### src/rtl/axis_pkt_arbiter.sv
// Packet-level round-robin arbiter sharing one AXI-Stream sink between NUM_SRC sources.
// Optional per-source packet counters: define AXIS_PKT_ARB_STATS_EN to add the PKT_CNT port.
module axis_pkt_arbiter #(
    parameter int DATA_WIDTH = 32,
    parameter int NUM_SRC    = 4,
    localparam int SRC_W     = $clog2(NUM_SRC)
) (
    input  logic                          clk,
    input  logic                          reset_n,
    input  logic [NUM_SRC*DATA_WIDTH-1:0] S_TDATA,
    input  logic [NUM_SRC-1:0]            S_TVALID,
    input  logic [NUM_SRC-1:0]            S_TLAST,
    output logic [NUM_SRC-1:0]            S_TREADY,
    output logic [DATA_WIDTH-1:0]         M_TDATA,
    output logic                          M_TVALID,
    output logic                          M_TLAST,
    input  logic                          M_TREADY,
    output logic [SRC_W-1:0]              GRANT,
    output logic                          GRANT_VALID
`ifdef AXIS_PKT_ARB_STATS_EN
    ,
    output logic [NUM_SRC*16-1:0]         PKT_CNT
`endif
);

    localparam int unsigned N_SRC_U = NUM_SRC;

    typedef enum logic {
        ST_IDLE = 1'b0,
        ST_PASS = 1'b1
    } state_t;

    state_t             r_state;
    state_t             w_state_nxt;
    logic [SRC_W-1:0]   r_grant;
    logic [SRC_W-1:0]   w_grant_nxt;
    logic               r_grant_valid;
    logic               w_grant_valid_nxt;
    logic [SRC_W-1:0]   r_rr_ptr;
    logic [SRC_W-1:0]   w_rr_ptr_nxt;
    logic               w_last_accept;

    logic [NUM_SRC-1:0] w_req_rot;
    logic               w_found;
    logic [SRC_W-1:0]   w_offset;
    logic [SRC_W:0]     w_sum;
    logic [SRC_W-1:0]   w_winner;

    // Rotate requests so bit 0 is the source at rr_ptr; first set bit is the winner offset.
    assign w_req_rot = NUM_SRC'({S_TVALID, S_TVALID} >> r_rr_ptr);

    always_comb begin
        w_found  = 1'b0;
        w_offset = '0;
        for (int unsigned k = 0; k < N_SRC_U; k++) begin
            if (!w_found && w_req_rot[k]) begin
                w_found  = 1'b1;
                w_offset = SRC_W'(k);
            end
        end
    end

    assign w_sum    = {1'b0, r_rr_ptr} + {1'b0, w_offset};
    assign w_winner = (w_sum >= (SRC_W+1)'(NUM_SRC)) ? SRC_W'(w_sum - (SRC_W+1)'(NUM_SRC))
                                                      : SRC_W'(w_sum);

    always_ff @(posedge clk or negedge reset_n) begin
        if (!reset_n) begin
            r_state       <= ST_IDLE;
            r_grant       <= '0;
            r_grant_valid <= 1'b0;
            r_rr_ptr      <= '0;
        end else begin
            r_state       <= w_state_nxt;
            r_grant       <= w_grant_nxt;
            r_grant_valid <= w_grant_valid_nxt;
            r_rr_ptr      <= w_rr_ptr_nxt;
        end
    end

    always_comb begin
        w_state_nxt       = r_state;
        w_grant_nxt       = r_grant;
        w_grant_valid_nxt = r_grant_valid;
        w_rr_ptr_nxt      = r_rr_ptr;
        w_last_accept     = 1'b0;
        M_TDATA           = '0;
        M_TVALID          = 1'b0;
        M_TLAST           = 1'b0;
        S_TREADY          = '0;

        case (r_state)
            ST_IDLE: begin
                if (w_found) begin
                    w_state_nxt       = ST_PASS;
                    w_grant_nxt       = w_winner;
                    w_grant_valid_nxt = 1'b1;
                end
            end
            ST_PASS: begin
                for (int unsigned i = 0; i < N_SRC_U; i++) begin
                    if (r_grant == SRC_W'(i)) begin
                        M_TDATA     = S_TDATA[i*DATA_WIDTH +: DATA_WIDTH];
                        M_TVALID    = S_TVALID[i];
                        M_TLAST     = S_TLAST[i];
                        S_TREADY[i] = M_TREADY;
                    end
                end
                if (M_TVALID && M_TREADY && M_TLAST) begin
                    w_last_accept     = 1'b1;
                    w_state_nxt       = ST_IDLE;
                    w_grant_valid_nxt = 1'b0;
                    w_rr_ptr_nxt      = (r_grant == SRC_W'(NUM_SRC-1)) ? '0 : r_grant + 1'b1;
                end
            end
        endcase
    end

    assign GRANT       = r_grant;
    assign GRANT_VALID = r_grant_valid;

`ifdef AXIS_PKT_ARB_STATS_EN
    logic [NUM_SRC-1:0][15:0] r_pkt_cnt;

    // Counters wrap naturally at 16 bits.
    always_ff @(posedge clk or negedge reset_n) begin
        if (!reset_n) begin
            r_pkt_cnt <= '0;
        end else if (w_last_accept) begin
            for (int unsigned i = 0; i < N_SRC_U; i++) begin
                if (r_grant == SRC_W'(i)) begin
                    r_pkt_cnt[i] <= r_pkt_cnt[i] + 16'd1;
                end
            end
        end
    end

    assign PKT_CNT = r_pkt_cnt;
`endif

endmodule

### config.mk
export PLATFORM = sky130hd
export DESIGN_NAME = axis_pkt_arbiter
export DESIGN_NICKNAME = d
export VERILOG_FILES = /design/src/rtl/axis_pkt_arbiter.sv
export SDC_FILE = /design/constraint.sdc
export NUM_CORES = 1
export LEC_CHECK = 0
export CAP_MARGIN = 10
export CORE_MARGIN = 10
export CORE_UTILIZATION = 30
export DETAILED_ROUTE_END_ITERATION = 8
export PLACE_DENSITY_LB_ADDON = 0.3
export SYNTH_ARGS = -nofsm -noshare
export SYNTH_HDL_FRONTEND = slang
export SYNTH_SLANG_ARGS = --single-unit
### constraint.sdc
create_clock -name clk -period 3.15 [get_ports clk]
set_input_delay 0.315 -clock clk [delete_from_list [all_inputs] [get_ports clk]]
set_output_delay 0.315 -clock clk [all_outputs]
set_load 0.02 [all_outputs]
==> flow_summary.ini <==
[clock_network]
clock_latency_ps = 230
clkSinkCount = 6
cts_buffer_depth = 2
htree_levels = 1
postCtsHoldBufs = 0
cts_root_buf = clkbuf_8
cts_buffers = 3
clk_pin_slew_worst_paths_ps = 40
cts_resized = 0
cts_setup_buffers = 0
tritoncts = yes

[global_routing]
antenna_found_initial = 0
grt_start_max_net_pins = 38
grt.total_usage_pct = 20.06
grt_pass1_vias = 2415
grt.busiest_layer = met2
met2_usage_pct = 35.56
grt_use_met1_pct = 22.65
grt_pass1_wl_um = 13760
gr-usage-met3_pct = 7.160
grt-ovfl-total = 0

[timing]
clock_skew_ps = 6.014
worst_slew_pin_slew_ps = 443.1
fin_ws_ps = 256.3
setup_violations = 0
timing.final.crit_period_ps = 2894
fmax_mhz = 345.6
grt_setup_unrepaired = false
period_share_pct = 91.86
max_slew_margin_pct = 70.46
hold_violations = 0
fin_setup_tns_ps = 0
drv_slew = 0

[hold_path]
hold_class = input pin to asynchronous set/reset pin

[worst_setup_path]
crit_buf_inv = 3
slowest_stage = clkdlybuf4s50_1
cpPeakStageDelay_ps = 600
worstPathMaxFanout = 23
cp_top_family = buffers and inverters
crit_arrival_ps = 2580
crit_path_end_kind = output pin
crit_required_ps = 2830
crit_chain = inv_1 > ha_1 > nor2b_2 > buf_4 > a22oi_1 > o21ai_0 > a22o_1 > clkdlybuf4s50_1
start_kind = register
crit_type = register to output pin

[logic_synthesis]
synth_nets = 367
yosysSeqAreaShare_pct = 9.836
synth.area.top_cells = a22o_1, a22oi_1, o21ai_0
yosys_register_bits = 6
synthCells = 223
synth_edf_count = 0
synthArstFlopShare_pct = 100.0
synth_top_flop_cell = dfrtp_1
synth_top_area_share_pct = 17.79
synth_top_cell_by_area = a22o_1
syn_area_um2 = 1526
ys_warn_count = 0
yosysUniqueCellTypes = 37
syn_area_per_cell_um2 = 6.845

[die]
die_area_um2 = 8341
core_area_um2 = 4817
pin_count = 180
die_w_um = 91.33
fp-row-count = 25
start_util_pct = 31.69
die_h_um = 91.33

[layout]
multi_input_area_um2 = 1255
final_area_um2 = 3410
postLayoutCoreUtil_pct = 70.78
n_antenna_cell = 0
area_growth_pct = 123.4
drive_gt1_share_pct = 5.168
instances_no_fill = 454
regArea_um2 = 150.1
final_net_count = 533
fillerInstances = 414

[pwr]
p_leak_nw = 1.347
power.density_nw_per_um2 = 982.9
ir_drop_mv = 0.6872

[drt]
ant_nets = 0
vias = 2411
drtPass1Iterations = 4
drt_iter0_markers = 146
drc = 0
wl_per_cell_um = 20.02
totalWireLength_um = 9088
vias_per_cell = 5.311

[run_status]
outcome = finished, final reports clean

[place]
placed_cell_area_um2 = 3368
place.gp.congestion = 0.9006
dp_hpwl_um = 7494
dp_cells = 451
port_buffers = 179
place_ws_ps = 502.2

[run]
max_cap_viol_count = 0
==> registers in the layout, summed over array words and instances (netlist names) <==
name	cells
GRANT_VALID	1
GRANT	2
r_rr_ptr	2
r_state	1
==> area by class of cell <==
| type | instances | share of cell area (%) |
|---|---|---|
| flip-flops and latches | 6 | 4.404 |
| well taps | 67 | 2.459 |
| inverters | 4 | 0.4404 |
| repair buffers | 187 | 54.68 |
| multi-input cells | 187 | 36.81 |
| clock buffers | 3 | 1.211 |
==> placed cells by master (no fill, tap or decap), types with 5 or more instances in the layout <==
| cell | count |
|---|---|
| nand2_1 | 38 |
| clkdlybuf4s50_1 | 179 |
| nor2_1 | 5 |
| a22oi_1 | 31 |
| buf_4 | 7 |
| o21ai_0 | 36 |
| and3_1 | 5 |
| nand2b_1 | 5 |
| dfrtp_1 | 6 |
| a22o_1 | 31 |
==> power by group <==
group | internal, W | leakage, nW | switching [W] | total (W)
Clock | 0.0000823 | 0.0216 | 0.0000359 | 0.000118
Combinational | 0.00147 | 1.26 | 0.00159 | 0.00306
Sequential | 0.000116 | 0.0687 | 0.0000596 | 0.000176
Total | 0.00166 | 1.35 | 0.00169 | 0.00335
==> synth_stat cells (2+ instances only) <==
master and instances:
dfrtp_1 6, a22oi_1 31, nand2_1 38, buf_2 6, ha_1 5, clkbuf_1 13
buf_1 5, and2_1 3, o221ai_1 2, o21ai_0 36, a31oi_1 2, a22o_1 31
nand2b_1 5, nor2b_1 3, and3_1 5, inv_1 4, nor2_1 5, a21oi_1 4
==> routing by layer <==
layer	up-vias	share of wire, %
met5	-	0
met2	144	49
met4	0	1.4
met3	10	9.3
met1	1079	40
li1	1178	-
==> per-stage QoR <==
step                      power, W  hold slack (ps)
after CTS                 0.003374            332.2
after floorplan           0.001944            19.41
after global routing      0.003590            341.9
after global placement    0.003210            459.7
after detailed placement  0.003238            465.6
final                     0.003351            330.6
==> logic make-up after synthesis <==
kind of cell,Yosys count,share of synthesized area [%]
flip-flops,6,9.836
AO/OA/AOI/OAI,114,53.53
multiplexers,2,1.721
AND/OR/NAND/NOR,66,22.38
buffers and inverters,30,8.442
adder cells (fa/ha/maj),5,4.098
==> final timing paths <==
check	start	endpoint	slack, ps	cells after the start
max	GRANT[0]	M_TDATA[21]	260	8
min	reset_n	r_rr_ptr[0]	330	1
max reg2reg	GRANT[0]	r_rr_ptr[1]	970	7
min reg2reg	GRANT_VALID	GRANT_VALID	470	1
max in group asynchronous	reset_n	GRANT_VALID	2600	1
min in group clk	GRANT_VALID	GRANT_VALID	470	1
(Power assumes the default switching activity.)
